### config.mk
export PLATFORM = sky130hd
export DESIGN_NAME = bus_scatter
export DESIGN_NICKNAME = d
export VERILOG_FILES = /design/src/rtl/bus_scatter_pkg.sv /design/src/rtl/bus_scatter_lane.sv /design/src/rtl/bus_scatter.sv
export SDC_FILE = /design/constraint.sdc
export NUM_CORES = 1
export LEC_CHECK = 0
export CORE_MARGIN = 5
export CORE_UTILIZATION = 35
export DETAILED_ROUTE_END_ITERATION = 12
export GPL_TIMING_DRIVEN = 1
export PLACE_DENSITY = 0.82
export SLEW_MARGIN = 20
export SYNTH_ARGS = -nofsm -noshare
export SYNTH_HDL_FRONTEND = slang
export SYNTH_SLANG_ARGS = --single-unit
export TNS_END_PERCENT = 50
### constraint.sdc
create_clock -name clk -period 3.6 [get_ports clk]
set_input_delay 0.9 -clock clk [delete_from_list [all_inputs] [get_ports clk]]
set_output_delay 0.9 -clock clk [all_outputs]
set_load 0.01 [all_outputs]
### src/rtl/bus_scatter_pkg.sv
`default_nettype none
// ============================================================================
// Module      : bus_scatter_pkg
// Description : Shared constants and the lane-slice packing helper. Both the
//               scatter block and the tree-reduction block use this helper,
//               so they agree on how lanes are packed into the bus.
// Revision    : 1.0 - initial release
// ============================================================================
package bus_scatter_pkg;

    localparam int c_DEF_WIDTH  = 4;
    localparam int c_DEF_NLANES = 4;

    // Flat bus bit index of bit i within lane j (lane j, bit i -> j*WIDTH+i)
    function automatic int lane_bit(input int j, input int i, input int width);
        return j * width + i;
    endfunction

endpackage : bus_scatter_pkg
`default_nettype wire

### src/rtl/bus_scatter_lane.sv
`default_nettype none
// ============================================================================
// Module      : bus_scatter_lane
// Description : One destination lane of the scatter block. Holds the lane's
//               pending flag. The flag loads from the mask bit when a word is
//               accepted and clears once the lane's consumer takes the word.
// Revision    : 1.0 - initial release
// ============================================================================
module bus_scatter_lane (
    input  logic clk,
    input  logic reset,          // asynchronous, active-low
    input  logic i_load,         // upstream word accepted this cycle
    input  logic i_mask,         // this lane is addressed by the incoming word
    input  logic i_ready,        // consumer ready
    output logic o_valid,        // lane holds an undelivered word
    output logic o_pend_after    // lane still pending after this cycle
);

    logic r_pend;

    // A ready consumer on an idle lane changes nothing, because r_pend gates it
    assign o_valid      = r_pend;
    assign o_pend_after = r_pend & ~i_ready;

    // Pending flag: load on accept, otherwise drop once the consumer takes it
    always_ff @(posedge clk or negedge reset) begin
        if (!reset) begin
            r_pend <= 1'b0;
        end else if (i_load) begin
            r_pend <= i_mask;
        end else begin
            r_pend <= o_pend_after;
        end
    end

endmodule : bus_scatter_lane
`default_nettype wire

### src/rtl/bus_scatter.sv
`default_nettype none
// ============================================================================
// Module      : bus_scatter
// Description : Delivers one upstream word to a masked subset of lanes. Each
//               lane has an independent valid/ready handshake. A new word is
//               accepted in the same cycle that the last pending lane
//               completes, which gives full throughput.
// Revision    : 1.0 - initial release
// ============================================================================
module bus_scatter
    import bus_scatter_pkg::*;
#(
    parameter int WIDTH  = c_DEF_WIDTH,
    parameter int NLANES = c_DEF_NLANES
) (
    input  logic                      clk,
    input  logic                      reset,      // asynchronous, active-low
    input  logic                      in_valid,
    output logic                      in_ready,
    input  logic [WIDTH-1:0]          in_data,
    input  logic [NLANES-1:0]         in_mask,
    output logic [NLANES-1:0]         out_valid,
    input  logic [NLANES-1:0]         out_ready,
    output logic [WIDTH*NLANES-1:0]   out_data,
    output logic                      busy,
    output logic                      done
);

    logic [WIDTH-1:0]  r_data;
    logic              r_done;
    logic [NLANES-1:0] w_pend_after;
    logic              w_accept;

    // Accept is allowed once no lane will still be pending after this edge
    assign in_ready = ~|w_pend_after;
    assign w_accept = in_valid & in_ready;
    assign busy     = |out_valid;
    assign done     = r_done;

    generate
        for (genvar j = 0; j < NLANES; j++) begin : g_lane
            bus_scatter_lane u_lane (
                .clk          (clk),
                .reset        (reset),
                .i_load       (w_accept),
                .i_mask       (in_mask[j]),
                .i_ready      (out_ready[j]),
                .o_valid      (out_valid[j]),
                .o_pend_after (w_pend_after[j])
            );

            for (genvar i = 0; i < WIDTH; i++) begin : g_bit
                assign out_data[lane_bit(j, i, WIDTH)] = r_data[i];
            end
        end
    endgenerate

    // Held word: only a non-empty mask replaces it; an empty mask discards the word
    always_ff @(posedge clk or negedge reset) begin
        if (!reset) begin
            r_data <= '0;
        end else if (w_accept && (|in_mask)) begin
            r_data <= in_data;
        end
    end

    // Completion pulse: the last outstanding lane was taken this cycle
    always_ff @(posedge clk or negedge reset) begin
        if (!reset) begin
            r_done <= 1'b0;
        end else begin
            r_done <= (|out_valid) & ~(|w_pend_after);
        end
    end

endmodule : bus_scatter
`default_nettype wire

# ---- Yosys cells after proc, flatten, opt, wreduce, memory -nomap -nowiden
# Index checks and enable logic that the tools add are counted.
dict set report word_totals {
  reg_bits 9
  output_inout_bits 23
  elab_cells 26
}
dict set report op_classes {
  n_mux 4
  bitwise 11
  n_reduce_logical 5
}
# op count
set ops {}
lappend ops {{$reduce_or 4->1} 3}
lappend ops {{$and 1x1->1} 6}
lappend ops {{$not 1->1} 5}
lappend ops {{$mux 1} 4}
lappend ops {{$logic_and 1x1->1} 1}
lappend ops {{$logic_not 1->1} 1}

# ---- Logic depth before layout (Yosys ltp)
# Gate-level depths: netlist of the first run.
dict set report logic_depth {
  depth_word 6
  mapped_depth 5
  ltp_nobuf 4
}

# ---- Hierarchy
# A second synthesis of the first run with hierarchy kept.
dict set report unflattened {
  hier_cells 39
  hier_area_um2 533.0
}
# mod instances cells_per_inst area_per_inst_um2 seq_area_each_um2
set by_module_without_submodules {}
lappend by_module_without_submodules {bus_scatter 1 27 332.8 125.1}
lappend by_module_without_submodules {bus_scatter_lane 4 3 50.0 25.0}

# ---- Worst setup path after synthesis of the first run
# Ideal clock, no wire load.
dict set report synth_path {
  kind {input to output}
  startpoint {input out_ready[3]}
  endpoint {output in_ready}
  arrival_ps 1373
  setup_slack_ps 1327
  stages 2
  path_buffers 0
  cell_sequence {nor2b_1 -> nor4_2}
}
dict set report synth_via {
  elab_chain_cells 4
}
# item line_no
set synth_rtl {}
lappend synth_rtl {{start: declaration} bus_scatter.sv:23} ;# input logic [NLANES-1:0] out_ready,
lappend synth_rtl {{$not 1->1} bus_scatter_lane.sv:23} ;# assign o_pend_after = r_pend & ~i_ready;
lappend synth_rtl {{$and 1x1->1} bus_scatter_lane.sv:23}
lappend synth_rtl {{$reduce_or 4->1} bus_scatter.sv:35} ;# assign in_ready = ~|w_pend_after;
lappend synth_rtl {{$logic_not 1->1} bus_scatter.sv:35}
lappend synth_rtl {{end: declaration} bus_scatter.sv:19} ;# output logic in_ready,
# Every way passes these cells.

# ---- Final worst setup path of the first run
# Ends and elaborated chain as after synthesis.

==> results of run 1 <==
-- worst max-delay path by stage --
stage,slack (ps),to
global route,260,in_ready
finish,350,in_ready
detailed placement,330,in_ready
floorplan,1330,in_ready
CTS,330,in_ready
global placement,350,in_ready
-- power by group --
part           internal [µW]  leakage [µW]  switching [µW]
sequential               125      0.000110            22.3
combinational            163      0.000233            86.3
clock                   42.6     0.0000150            34.1
-- cell usage in the layout, fill, tap and decap left out, drive strengths merged --
master and n:
and2 2, dfrtp 9, clkbuf 4, or4 2
nor2b 4, mux2 4, clkdlybuf4s50 37, a21o 4
and3 1, nor4 1
-- area by class of cell --
class / count / area (µm²) / area share [%]
repair buffers: 37 / 370 / 46.1
flip-flops and latches: 9 / 225 / 28.0
multi-input cells: 18 / 163 / 20.2
clock buffers: 4 / 26.3 / 3.27
well taps: 15 / 18.8 / 2.34
-- per-layer routing --
metal	global-route usage, %	share of wire, %	vias to the layer above	wire [µm]
met5	0	0	-	0
met4	2.69	0.83	0	10
met3	6.73	11	3	136
met2	20.0	55	19	655
met1	10.0	33	171	399
li1	-	-	181	-
-- registers in the layout, summed over array words and instances, names as in the netlist --
name / count
g_lane.u_lane.o_valid: 4
r_data: 4
done: 1
-- cell families (layout without fill, tap and decap cells) --
kind of cell    count (synthesis)  after routing  synth area share [%]
buf+inv                        17             41                  25.3
simple gates                   10             10                  13.7
flops                           9              9                  43.4
compound gates                  4              4                  6.02
mux                             4              4                  11.6
-- stage by stage --
stage / area, µm² / worst slack [ps]
final: 803 / 348
after global routing: 803 / 262
after CTS: 803 / 332
after detailed placement: 777 / 334
after global placement: 777 / 355
after floorplan: 519 / 1330
==> impl_metrics.yaml, run 1 <==
status:
  status: "finished, final reports clean"
routing:
  avgViaCountPerCell: 4.51
  dr.pass1.iters: 1
  post_drt_wl_per_cell_um: 14.5
  vias: 374
  route.antenna.remaining_nets: 0
  route.detailed.drc: 0
  drt_iter0_markers: 0
  wirelength_um: 1200
yosys:
  synth.most_common_cell: "buf_4"
  syn_area_um2: 519
  synth_edf_count: 0
  synth_top_area_share_pct: 43.4
  synth.avg_cell_area_um2: 11.8
  synth_cell_types: 11
  synth-async-reset-ratio_pct: 100
  synth-seq-area-share_pct: 43.4
  yosysTopAreaCell: "dfrtp_1"
  syn_inst: 44
  synthesis.nets: 59
  synth_warnings: 0
  synth_commonest_cells: "buf_4 (16), dfrtp_1 (9), mux2_4 (4), nor2b_1 (4), a21o_1 (3)"
  ys_ff_latch: 9
  synth_ff_type: "dfrtp_1"
  synthTopCellsByArea: "dfrtp_1 (43%), buf_4 (23%), mux2_4 (12%)"
clock_network:
  htree_num_levels: 1
  ctsHoldBuffers: 0
  insertion_delay_ps: 260
  clockRootBuffer: "clkbuf_4"
  clkTransAtPathRegs_ps: 60
  cts_sinks: 9
  numCtsBuffers: 3
  clockBufferDepth: 2
  post_cts_buffers: 0
  cts_tree: "built"
  ctsResizeCount: 0
global_routing:
  grt.total_usage_pct: 10.9
  grt_overflow: 0
  grt_pass1_wl_um: 2010
  grt_pass1_vias: 415
  antenna_found_initial: 0
  grt_max_degree: 10
final_layout:
  final_cells: 83
  n_fill_cell: 112
  drive_above_1_share_pct: 13.2
  fin_util_pct: 59.5
  antenna_cells: 0
  fin_nets: 84
  syn_to_final_growth_pct: 54.7
timing:
  whs_ps: 582
  rsz0062_at_grt: "false"
  setup_viol: 0
  maxSlewViolCount: 0
  timing.fmax_ghz: 0.307
  fin_crit_ps: 3250
  worstMarginPinSlew_ps: 390
  finalHoldViolations: 0
  min_period_over_period_pct: 90.3
  max-slew-margin-rel_pct: 73.9
  setup_tns_ps: 0
  fin_worst_skew_ps: 5.17
setup_path:
  cp-start-kind: "input port"
  cp_common_cell: "clkdlybuf4s50_1"
  ff2ff_setup_slack_ps: 1890
  path_max_fanout: 4
  reg2reg_from: "g_lane[3].u_lane.o_valid"
  cp_data_arrival_time_ps: 2350
  critPathBufInv: 2
  crit_required_ps: 2700
  cp_slowest_cell: "clkdlybuf4s50_1"
  path_class: "in -> out"
  crit_chain: "clkdlybuf4s50_1, nor2b_1, nor4_2, clkdlybuf4s50_1"
  path_depth: 4
  crit_start: "out_ready[3]"
  reg2reg_depth: 4
  worstSetupEndpointType: "primary output"
  cp_slowest_stage_delay_ps: 600
  crit_family: "buffers and inverters"
  r2r-end: "r_data[2]"
placement:
  dp_hpwl_um: 1040
  io_buffers: 37
  gp_routability_congestion: 0.760
  placed_cells: 79
die:
  row_count: 13
  die_w_um: 48.5
  start_util_pct: 38.5
  die_area_mm2: 0.00235
  die_h_um: 48.5
  core_mm2: 0.00135
  io_pins: 38
min_path:
  hold_class: "reg -> reg"
  min_path_cells: 1
  hold_start: "r_data[3]"
  holdPathEnd: "r_data[3]"
flow_run:
  max_cap_violations: 0
power_and_ir_drop:
  p_per_area_mw_per_mm2: 590
  vdd_drop_max_v: 0.000289
  p_leak_uw: 0.000359
  finalPower_uw: 474
No activity file was read; power rests on OpenSTA's default activity.
==> run 2: changes to the inputs <==
--- a/config.mk
+++ b/config.mk
@@ -5,11 +5,11 @@
 export SDC_FILE = /design/constraint.sdc
 export NUM_CORES = 1
 export LEC_CHECK = 0
-export CORE_MARGIN = 5
-export CORE_UTILIZATION = 35
+export CORE_AREA = 5 5 42 44
 export DETAILED_ROUTE_END_ITERATION = 12
+export DIE_AREA = 0 0 47 49
+export DONT_BUFFER_PORTS = 1
 export GPL_TIMING_DRIVEN = 1
-export PLACE_DENSITY = 0.82
 export SLEW_MARGIN = 20
 export SYNTH_ARGS = -nofsm -noshare
 export SYNTH_HDL_FRONTEND = slang
==> impl_metrics.yaml, run 2 (same netlist as run 1, synthesis figures left out) <==
global_routing:
  antenna_found_initial: 0
  grt_overflow: 0
  grt.total_usage_pct: 8.17
  grt_max_degree: 10
  grt_pass1_wl_um: 1320
  grt_pass1_vias: 314
die:
  io_pins: 38
  row_count: 14
  die_h_um: 49
  die_w_um: 47
  die_area_mm2: 0.00230
  start_util_pct: 37.1
  core_mm2: 0.00140
timing:
  fin_crit_ps: 2340
  rsz0062_at_grt: "false"
  setup_viol: 0
  setup_tns_ps: 0
  setup_ws_ps: 1260
  maxSlewViolCount: 0
  timing.fmax_ghz: 0.427
  fin_worst_skew_ps: 2.96
  finalHoldViolations: 0
  min_period_over_period_pct: 65.0
  whs_ps: 331
  worstMarginPinSlew_ps: 494
  max-slew-margin-rel_pct: 66.8
clock_network:
  clockRootBuffer: "clkbuf_4"
  cts_tree: "built"
  ctsHoldBuffers: 0
  numCtsBuffers: 3
  htree_num_levels: 1
  post_cts_buffers: 0
  clockBufferDepth: 2
  clkTransAtPathRegs_ps: 60
  cts_sinks: 9
  insertion_delay_ps: 260
  ctsResizeCount: 0
power_and_ir_drop:
  vdd_drop_max_v: 0.000224
  p_per_area_mw_per_mm2: 734
  p_leak_uw: 0.000215
placement:
  io_buffers: 0
  gp_routability_congestion: 0.759
  dpl-instance-area_um2: 408
  pre_cts_ws_ps: 1260
status:
  status: "finished, final reports clean"
routing:
  avgViaCountPerCell: 5.26
  route.detailed.drc: 0
  wirelength_um: 900
  vias: 247
  drt_iter0_markers: 2
  post_drt_wl_per_cell_um: 19.1
  dr.pass1.iters: 2
  route.antenna.remaining_nets: 0
setup_path:
  path_class: "in -> out"
  path_max_fanout: 4
  crit_chain: "nor2b_1, nor4_2"
  cp_data_arrival_time_ps: 1440
  cp_slowest_stage_delay_ps: 500
  worstSetupEndpointType: "primary output"
  crit_family: "simple AND/OR/NAND/NOR gates"
  critPathBufInv: 0
  crit_required_ps: 2700
  cp-start-kind: "input port"
  cp_slowest_cell: "nor4_2"
final_layout:
  fin_nets: 47
  layout_commonest_cell: "dfrtp_1"
  drive_above_1_share_pct: 29.0
  regArea_um2: 225
  fin_util_pct: 31.0
  multi_input_area_um2: 163
  stdcell_area_um2: 434
  n_fill_cell: 150
  antenna_cells: 0
  syn_to_final_growth_pct: -16.4
  final_cell_mix: "dfrtp_1 (9), nor2b_1 (4), mux2_4 (4)"
flow_run:
  max_cap_violations: 0
min_path:
  hold_class: "in -> async"
-- run 2: cell types whose count changed in the layout (fill, tap and decap cells not counted) --
cell             before  now
clkdlybuf4s50_1      37    0
-- run 2: layout make-up --
cell class,count,area share (%)
multi-input combinational,18,37.5
clock buffer,4,6.05
sequential,9,51.9
tap,16,4.61
-- run 2: path summary, 6_finish.rpt --
kind                                          startpoint                       end  slack [ps]  cells after the start
max in group asynchronous                          reset                 r_data[0]        3200                      0
worst max-delay path                        out_ready[3]                  in_ready        1260                      2
worst min-delay path                               reset                      done         330                      0
min in group clk                              in_mask[0]  g_lane[0].u_lane.o_valid         760                      1
worst min register to register  g_lane[1].u_lane.o_valid                      done         790                      2
worst max register to register  g_lane[3].u_lane.o_valid                 r_data[2]        1630                      4
-- run 2: through the flow --
step | cells | total power [µW]
floorplan | 44 | 302
global placement | 43 | 244
detailed placement | 43 | 245
CTS | 47 | 325
global route | 47 | 338
finish | 47 | 319
-- run 2: routing by layer --
layer	routed length, µm	vias to the layer above	global-route usage [%]
li1	-	105	-
met1	316	121	7.47
met2	428	21	13.1
met3	154	0	7.75
met4	0	0	1.38
met5	0	-	0
-- run 2: where the power goes --
group | total [µW] | leakage (µW) | internal [µW] | switching [µW]
clock network | 76.6 | 0.0000150 | 42.6 | 34.0
registers | 187 | 0.000110 | 125 | 62.1
logic | 55.1 | 0.0000897 | 33.8 | 21.2
total | 319 | 0.000215 | 201 | 117
==> run 3: changes to the inputs <==
==> constraint.sdc (replaced) <==
create_clock -name clk -period 2.1 [get_ports clk]
set_input_delay 0.525 -clock clk [delete_from_list [all_inputs] [get_ports clk]]
set_output_delay 0.525 -clock clk [all_outputs]
set_load 0.01 [all_outputs]
==> impl_metrics.yaml, run 3 (same netlist as run 1, synthesis figures left out) <==
die:
  die_w_um: 47
  io_pins: 38
  die_area_mm2: 0.00230
  row_count: 14
  start_util_pct: 37.1
  core_mm2: 0.00140
  die_h_um: 49
clock_network:
  insertion_delay_ps: 250
  clkTransAtPathRegs_ps: 60
  cts_sinks: 9
  cts_tree: "built"
  post_cts_buffers: 0
  htree_num_levels: 1
  ctsHoldBuffers: 1
  ctsResizeCount: 0
  clockRootBuffer: "clkbuf_4"
  numCtsBuffers: 3
  clockBufferDepth: 2
power_and_ir_drop:
  vdd_drop_max_v: 0.000543
  clkPwrFrac_pct: 22.9
  switching_share_pct: 36.7
  seqPwrFrac_pct: 57.8
  p_int_uw: 351
  combPwrFrac_pct: 19.2
  p_per_area_mw_per_mm2: 1230
  p_leak_uw: 0.000224
  p_sw_uw: 204
setup_path:
  path_class: "reg -> out"
  worstSetupEndpointType: "primary output"
  cp_data_arrival_time_ps: 1340
  cp-start-kind: "flip-flop"
  reg2reg_from: "g_lane[3].u_lane.o_valid"
  crit_start: "g_lane[3].u_lane.o_valid"
  path_max_fanout: 3
  crit_required_ps: 1570
routing:
  avgViaCountPerCell: 5.08
  route.detailed.drc: 0
  drt_iter0_markers: 1
  wirelength_um: 942
  vias: 249
  dr.pass1.iters: 2
  route.antenna.remaining_nets: 0
  post_drt_wl_per_cell_um: 19.2
timing:
  finalHoldViolations: 0
  setup_tns_ps: 0
  maxSlewViolCount: 0
  setup_viol: 0
  worstMarginPinSlew_ps: 404
  fin_crit_ps: 1870
  timing.fmax_ghz: 0.536
  rsz0062_at_grt: "false"
  min_period_over_period_pct: 88.9
  whs_ps: 385
  fin_worst_skew_ps: 2.47
  max-slew-margin-rel_pct: 73.0
global_routing:
  antenna_found_initial: 0
  grt_max_degree: 10
  grt_overflow: 0
  grt.total_usage_pct: 9.45
  grt_pass1_wl_um: 1480
  grt_pass1_vias: 332
final_layout:
  final_cell_mix: "dfrtp_1 (9), nor2b_1 (4), mux2_4 (4)"
  drive_above_1_share_pct: 30.3
  layout_commonest_cell: "dfrtp_1"
  syn_to_final_growth_pct: -13.0
  fin_nets: 49
  antenna_cells: 0
min_path:
  hold_start: "in_mask[0]"
  hold_class: "in -> reg"
flow_run:
  max_cap_violations: 0
placement:
  io_buffers: 0
  gp_routability_congestion: 0.738
  dp_hpwl_um: 780
status:
  status: "finished, final reports clean"
run 3: cell type report:
class | count | area (µm²)
fillers | 149 | 950
flip-flops and latches | 9 | 225
multi-input cells | 18 | 163
clock buffers | 4 | 26.3
well taps | 16 | 20.0
repair buffers | 2 | 17.5
run 3: routing by layer:
layer | wire [µm] | vias up | track usage, %
met4 | 0 | 0 | 2.76
met5 | 0 | - | 0
met1 | 309 | 118 | 8.37
met3 | 195 | 0 | 10.7
li1 | - | 111 | -
met2 | 438 | 20 | 13.8
run 3: path summary, 6_finish.rpt:
path | to | slack (ps) | cells after the start
max in group asynchronous | done | 1180 | 1
min | g_lane[0].u_lane.o_valid | 380 | 1
min reg2reg | g_lane[2].u_lane.o_valid | 790 | 2
min in group asynchronous | g_lane[2].u_lane.o_valid | 630 | 1
max reg2reg | r_data[2] | 380 | 4
max | in_ready | 230 | 3
run 3: power by group through the flow:
| stage | registers, µW | clock network [µW] | logic [µW] |
|---|---|---|---|
| floorplan | 265 | 0 | 252 |
| global placement | 327 | 0 | 98.2 |
| detailed placement | 327 | 0 | 104 |
| CTS | 324 | 134 | 110 |
| global route | 336 | 149 | 117 |
| finish | 321 | 127 | 107 |
run 3: worst max-delay path: stages (launching register included):
cell	delay, ps
dfrtp_1	430
nor2b_1	180
nor4_2	290
buf_4	180
run 3: stage by stage:
| step | instances | utilization (%) | setup WS [ps] | cell area, µm² | total power [µW] |
|---|---|---|---|---|---|
| 6_report | 49 | 32.2 | 233 | 452 | 555 |
| 2_1_floorplan | 44 | - | 334 | 519 | 517 |
| 4_1_cts | 49 | 32.2 | 224 | 452 | 567 |
| 3_3_place_gp | 44 | 29.6 | 362 | 415 | 426 |
| 3_5_place_dp | 44 | 29.6 | 328 | 415 | 431 |
| 5_1_grt | 49 | 32.2 | 129 | 452 | 602 |
